$ cat config.mk
export PLATFORM = sky130hd
export DESIGN_NAME = serializer8_flat
export DESIGN_NICKNAME = d
export VERILOG_FILES = /design/src/rtl/serializer8_pkg.sv /design/src/rtl/serializer8_if.sv /design/src/rtl/serializer8_sel_counter.sv /design/src/rtl/serializer8.sv /design/src/flat_wrapper.sv
export SDC_FILE = /design/constraint.sdc
export NUM_CORES = 1
export LEC_CHECK = 0
export ABC_AREA = 1
export CAP_MARGIN = 20
export CORE_MARGIN = 2
export CORE_UTILIZATION = 25
export CTS_CLUSTER_SIZE = 28
export DETAILED_ROUTE_END_ITERATION = 7
export SYNTH_ARGS = -nofsm -noshare
export SYNTH_HDL_FRONTEND = slang
export SYNTH_HIERARCHICAL = 1
export SYNTH_SLANG_ARGS = --single-unit
export TNS_END_PERCENT = 5
$ cat constraint.sdc
create_clock -name clk -period 1.9 [get_ports clk]
set_clock_uncertainty 0.2 [all_clocks]
set_input_delay 0.19 -clock clk [delete_from_list [all_inputs] [get_ports clk]]
set_output_delay 0.19 -clock clk [all_outputs]
set_load 0.03 [all_outputs]
$ cat src/rtl/serializer8_pkg.sv
// Shared definitions for the 8-bit serializer: state enum, widths and
// helpers for the start/end positions of the bit index.
package serializer8_pkg;

    localparam int WORD_W = 8;
    localparam int SEL_W  = 3;

    typedef enum logic {
        IDLE  = 1'b0,
        SHIFT = 1'b1
    } state_t;

    // Index of the first bit sent for the chosen bit order.
    function automatic logic [SEL_W-1:0] sel_start(input bit msb_first);
        return msb_first ? SEL_W'(WORD_W - 1) : '0;
    endfunction

    // Index of the last data bit sent for the chosen bit order.
    function automatic logic [SEL_W-1:0] sel_end(input bit msb_first);
        return msb_first ? '0 : SEL_W'(WORD_W - 1);
    endfunction

endpackage

$ cat src/rtl/serializer8_if.sv
// Bus bundle between a word producer / bit consumer (master) and the
// serializer (slave).
//
// Handshake rules: a word moves when load_valid and load_ready are both 1
// at a rising edge; a bit moves when ser_valid and ser_ready are both 1 at
// a rising edge. load_valid/load_data may change freely while load_ready
// is 0, nothing is captured then. ser_out/sel/ser_last stay stable while
// ser_valid is 1 and ser_ready is 0.
interface serializer8_if;
    import serializer8_pkg::*;

    logic              load_valid;
    logic [WORD_W-1:0] load_data;
    logic              load_ready;
    logic              ser_ready;
    logic              ser_valid;
    logic              ser_out;
    logic              ser_last;
    logic [SEL_W-1:0]  sel;
    logic              busy;

    modport master (
        output load_valid, load_data, ser_ready,
        input  load_ready, ser_valid, ser_out, ser_last, sel, busy
    );

    modport slave (
        input  load_valid, load_data, ser_ready,
        output load_ready, ser_valid, ser_out, ser_last, sel, busy
    );

endinterface

$ cat src/rtl/serializer8_sel_counter.sv
// Bit index counter for the serializer: restarts at the order-dependent
// start index and steps up (LSB first) or down (MSB first).
module sel_counter
    import serializer8_pkg::*;
#(
    parameter bit MSB_FIRST = 1'b0
) (
    input  logic             clk,
    input  logic             rst,
    input  logic             i_restart,
    input  logic             i_step,
    output logic [SEL_W-1:0] o_sel,
    output logic             o_at_end
);

    localparam logic [SEL_W-1:0] START_SEL = sel_start(MSB_FIRST);
    localparam logic [SEL_W-1:0] END_SEL   = sel_end(MSB_FIRST);

    logic [SEL_W-1:0] r_sel;

    // Index register: reset and restart win over stepping.
    always_ff @(posedge clk) begin
        if (rst || i_restart) begin
            r_sel <= START_SEL;
        end else if (i_step) begin
            r_sel <= MSB_FIRST ? (r_sel - SEL_W'(1)) : (r_sel + SEL_W'(1));
        end
    end

    assign o_sel    = r_sel;
    assign o_at_end = (r_sel == END_SEL);

endmodule

$ cat src/rtl/serializer8.sv
// 8-bit parallel-to-serial converter with valid/ready on both sides.
// Optional macro SERIALIZER8_PARITY_EN appends an even-parity bit after the
// last data bit; without it words are exactly 8 bits.
module serializer8
    import serializer8_pkg::*;
#(
    parameter bit   MSB_FIRST  = 1'b0,
    parameter logic IDLE_LEVEL = 1'b0
) (
    input  logic           clk,
    input  logic           rst,
    serializer8_if.slave   bus
);

    state_t            r_state;
    state_t            w_state_nxt;
    logic [WORD_W-1:0] r_data;

    logic             w_valid;
    logic             w_accept;
    logic             w_last;
    logic             w_word_done;
    logic             w_load_ready;
    logic             w_load;
    logic             w_restart;
    logic             w_step;
    logic             w_at_end;
    logic             w_ser_bit;
    logic [SEL_W-1:0] w_sel;

    assign w_valid  = (r_state == SHIFT);
    assign w_accept = w_valid & bus.ser_ready;

`ifdef SERIALIZER8_PARITY_EN
    logic r_par_phase;

    // Parity phase: entered when the last data bit is consumed, left when
    // the parity bit itself is consumed or the word is abandoned.
    always_ff @(posedge clk) begin
        if (rst || w_restart) begin
            r_par_phase <= 1'b0;
        end else if (w_accept && w_at_end) begin
            r_par_phase <= 1'b1;
        end
    end

    assign w_last    = w_valid & r_par_phase;
    assign w_ser_bit = r_par_phase ? (^r_data) : r_data[w_sel];
`else
    assign w_last    = w_valid & w_at_end;
    assign w_ser_bit = r_data[w_sel];
`endif

    assign w_word_done = w_accept & w_last;
    assign w_load      = bus.load_valid & w_load_ready;
    assign w_restart   = w_word_done | w_load;
    // Hold at the last data index so the parity bit (if any) reports it.
    assign w_step      = w_accept & ~w_at_end;

    // State register; reset abandons any word in flight.
    always_ff @(posedge clk) begin
        if (rst) begin
            r_state <= IDLE;
        end else begin
            r_state <= w_state_nxt;
        end
    end

    // Next state and load acceptance; a load on the final bit keeps SHIFT.
    always_comb begin
        w_state_nxt  = r_state;
        w_load_ready = 1'b0;
        case (r_state)
            IDLE: begin
                w_load_ready = 1'b1;
                if (bus.load_valid) begin
                    w_state_nxt = SHIFT;
                end
            end
            SHIFT: begin
                w_load_ready = w_word_done;
                if (w_word_done && !bus.load_valid) begin
                    w_state_nxt = IDLE;
                end
            end
            default: w_state_nxt = IDLE;
        endcase
    end

    // Word register: captured only on an accepted load.
    always_ff @(posedge clk) begin
        if (rst) begin
            r_data <= '0;
        end else if (w_load) begin
            r_data <= bus.load_data;
        end
    end

    sel_counter #(
        .MSB_FIRST (MSB_FIRST)
    ) u_sel_counter (
        .clk       (clk),
        .rst       (rst),
        .i_restart (w_restart),
        .i_step    (w_step),
        .o_sel     (w_sel),
        .o_at_end  (w_at_end)
    );

    assign bus.load_ready = w_load_ready;
    assign bus.ser_valid  = w_valid;
    assign bus.ser_out    = w_valid ? w_ser_bit : IDLE_LEVEL;
    assign bus.ser_last   = w_last;
    assign bus.sel        = w_sel;
    assign bus.busy       = w_valid;

endmodule
$ cat src/flat_wrapper.sv
// flat-port wrapper written by rule: the top's interface ports become plain ports
module serializer8_flat import serializer8_pkg::*;
#(
    parameter bit   MSB_FIRST  = 1'b0,
    parameter logic IDLE_LEVEL = 1'b0
)
  (clk, rst, bus_load_valid, bus_load_data, bus_ser_ready, bus_load_ready, bus_ser_valid, bus_ser_out, bus_ser_last, bus_sel, bus_busy);
  serializer8_if bus_i ();
  input  logic clk;
  input  logic rst;
  input wire logic [$bits(bus_i.load_valid)-1:0] bus_load_valid;
  input wire logic [$bits(bus_i.load_data)-1:0] bus_load_data;
  input wire logic [$bits(bus_i.ser_ready)-1:0] bus_ser_ready;
  output wire logic [$bits(bus_i.load_ready)-1:0] bus_load_ready;
  output wire logic [$bits(bus_i.ser_valid)-1:0] bus_ser_valid;
  output wire logic [$bits(bus_i.ser_out)-1:0] bus_ser_out;
  output wire logic [$bits(bus_i.ser_last)-1:0] bus_ser_last;
  output wire logic [$bits(bus_i.sel)-1:0] bus_sel;
  output wire logic [$bits(bus_i.busy)-1:0] bus_busy;
  assign bus_i.load_valid = bus_load_valid;
  assign bus_i.load_data = bus_load_data;
  assign bus_i.ser_ready = bus_ser_ready;
  assign bus_load_ready = bus_i.load_ready;
  assign bus_ser_valid = bus_i.ser_valid;
  assign bus_ser_out = bus_i.ser_out;
  assign bus_ser_last = bus_i.ser_last;
  assign bus_sel = bus_i.sel;
  assign bus_busy = bus_i.busy;
  serializer8 #(.MSB_FIRST(MSB_FIRST), .IDLE_LEVEL(IDLE_LEVEL)) u_core (.clk(clk), .rst(rst), .bus(bus_i));
endmodule
==> results.toml <==
[sta]
hold_violations = 0
drv_slew = 0
fmax_mhz = 550
min_period_ps = 1820
fin_tns_setup_ps = 0
setup_viol = 0
finalCritPeriodShare = 0.956
max_slew.worst_pin.slew_ps = 427
grt_setup_unrepaired = "no"
slew_headroom = 0.714

[worst_setup_path]
worst-setup-path-type = "register to output pin"
cp.arrival_ps = 1430
worst_r2r_path_depth = 6
crit_start = "u_core/u_sel_counter/o_sel[0]$_SDFFE_PP0P_"
cp_max_fo = 8
end_kind = "output pin"
r2r_start = "u_core/u_sel_counter/o_sel[0]$_SDFFE_PP0P_"
required_ps = 1510
start_kind = "register"

[synthesis]
yosysTopAreaCellShare = 0.374
yosys_register_bits = 12
synth_most_common_cell = "inv_1"
yosys.area.top_type = "dfxtp_1"
ys_warn_count = 6
ys_seq_area_frac = 0.374
synthesis.nets = 111
postSynthAreaPerCell_um2 = 6.63
synthTopCellsByArea = "dfxtp_1 37%, inv_1 11%, nand2_1 11%"
synth.distinct_cells = 17
synth-main-ff-cell = "dfxtp_1"
synth_commonest_cells = "19 x inv_1, 18 x nand2_1, 15 x nor2_1"
synth-edff-count = 0
syn_area_um2 = 643
synthCells = 97
synth_async_sr_flop_share = 0

[clock_tree]
clk_latency_ps = 270
clk_path_buf_depth = 2
htreeDepth = 1
cts_tree = "built"
clockRootBuffer = "clkbuf_4"
cts_resized = 0
cts_sinks = 12
cts_buffers = 3
clkTransAtPathRegs_ps = 70

[final_layout]
antenna_cells = 0
fill_cells = 283
final_util = 0.373
final_nets = 138
drive_gt1_frac = 0.156
syn_to_final_growth_pct = 42.4

[hold_path]
hold_start = "u_core/r_data[7]$_SDFFE_PP0P_"
hold_depth = 2
hold_path.class = "register to register"

[placement]
place_congestion = 0.829
dp_hpwl_mm = 1.17
port_buffers = 19

[floorplanning]
start_util = 0.262
dieArea_mm2 = 0.00299
core_mm2 = 0.00245
die_y_um = 54.7
die_w_um = 54.7
ios = 20
rows = 18

[power_and_ir_drop]
vdd_drop_max_mv = 0.258
leakage_nw = 0.417
powerDensity_mw_per_mm2 = 633

[detailed_routing]
drt_iter0_markers = 4
wl_per_cell_um = 9.82
routed_wirelength_mm = 1.49
vias = 649
ant_nets = 0
firstDrtPassIters = 2
post-route-drc-count = 0
vias_per_cell = 4.27

[grt]
grt_pass1_vias = 586
overflow = 0
antenna_found_initial = 0
grt.total_usage = 0.110
grt_pass1_wl_mm = 2.30
grt_max_degree = 9

[run]
maxCapViolCount = 0

[run_status]
status = "complete, no violations"
-- metrics by stage --
step                      std cells  hold slack [ps]  area (µm²)  total power (W)  setup slack, ps
after floorplan                  97             52.4         648         0.000372             45.1
after global placement          148              284         886         0.000430              236
after detailed placement        148              286         886         0.000432              207
after CTS                       152              308         916         0.000590             61.8
after global routing            152              320         916         0.000616             1.25
final                           152              302         916         0.000580             83.3
-- flip-flops by register name, indices dropped and copies added, names as in the netlist --
| name | cells |
|---|---|
| u_core/r_data | 8 |
| u_core/u_sel_counter/o_sel | 3 |
| u_core/bus.busy | 1 |
-- placed cells by master (no fill, tap or decap), drive strengths merged --
cell type,netlist,routed
nand3,5,5
nor3,9,9
ha,2,2
buf,2,8
clkdlybuf4s50,0,16
o21ai,8,8
clkbuf,0,3
a21oi,2,2
o22ai,1,1
inv,21,21
dfxtp,12,12
nor2,17,17
nand2,18,18
-- metal layers --
layer  vias up  GRT usage  wire length (µm)
li1        350          -                 -
met1       285      0.133               717
met2        12      0.179               710
met3         2     0.0164                54
met4         0     0.0750                10
met5         -          0                 0
-- cell families (layout without fill, tap and decap cells) --
family                     after synthesis  after routing  synth area share
DFF                                     12             12             0.374
buffers and inverters                   23             48             0.142
adders and majority gates                2              2            0.0389
and+or+nand+nor                         49             49             0.329
AOI/OAI and AO/OA                       11             11             0.117
-- power by group --
group	leakage (nW)	switching (W)	total [W]	internal, W
Combinational	0.304	0.0000793	0.000147	0.0000679
Sequential	0.0991	0.0000114	0.000281	0.000269
Clock	0.0138	0.0000791	0.000152	0.0000732
-- worst max-delay path, stage by stage, from the launching register on --
cell and delay [ps]:
dfxtp_1 330, buf_4 150, clkdlybuf4s50_1 670
-- timing repair --
action                                  in CTS  in global routing
buffers inserted                             1                  0
hold buffers                                 0                  0
endpoints found under the setup margin       1                  0
-- path summary, 6_finish.rpt --
path                                                      to  slack [ps]
setup / recovery                                  bus_sel[0]          80
hold / removal                 u_core/r_data[7]$_SDFFE_PP0P_         300
setup reg to reg  u_core/u_sel_counter/o_sel[1]$_SDFFE_PP0P_         220
hold reg to reg                u_core/r_data[7]$_SDFFE_PP0P_         300
-- final cells by class --
cell class / count / area, µm² / area share
repair buffers: 24 / 220 / 0.240
clock buffers: 3 / 22.5 / 0.0246
inverters: 21 / 78.8 / 0.0861
flip-flops and latches: 12 / 240 / 0.262
multi-input cells: 62 / 317 / 0.346
well taps: 30 / 37.5 / 0.0410
(Power assumes the default switching activity.)
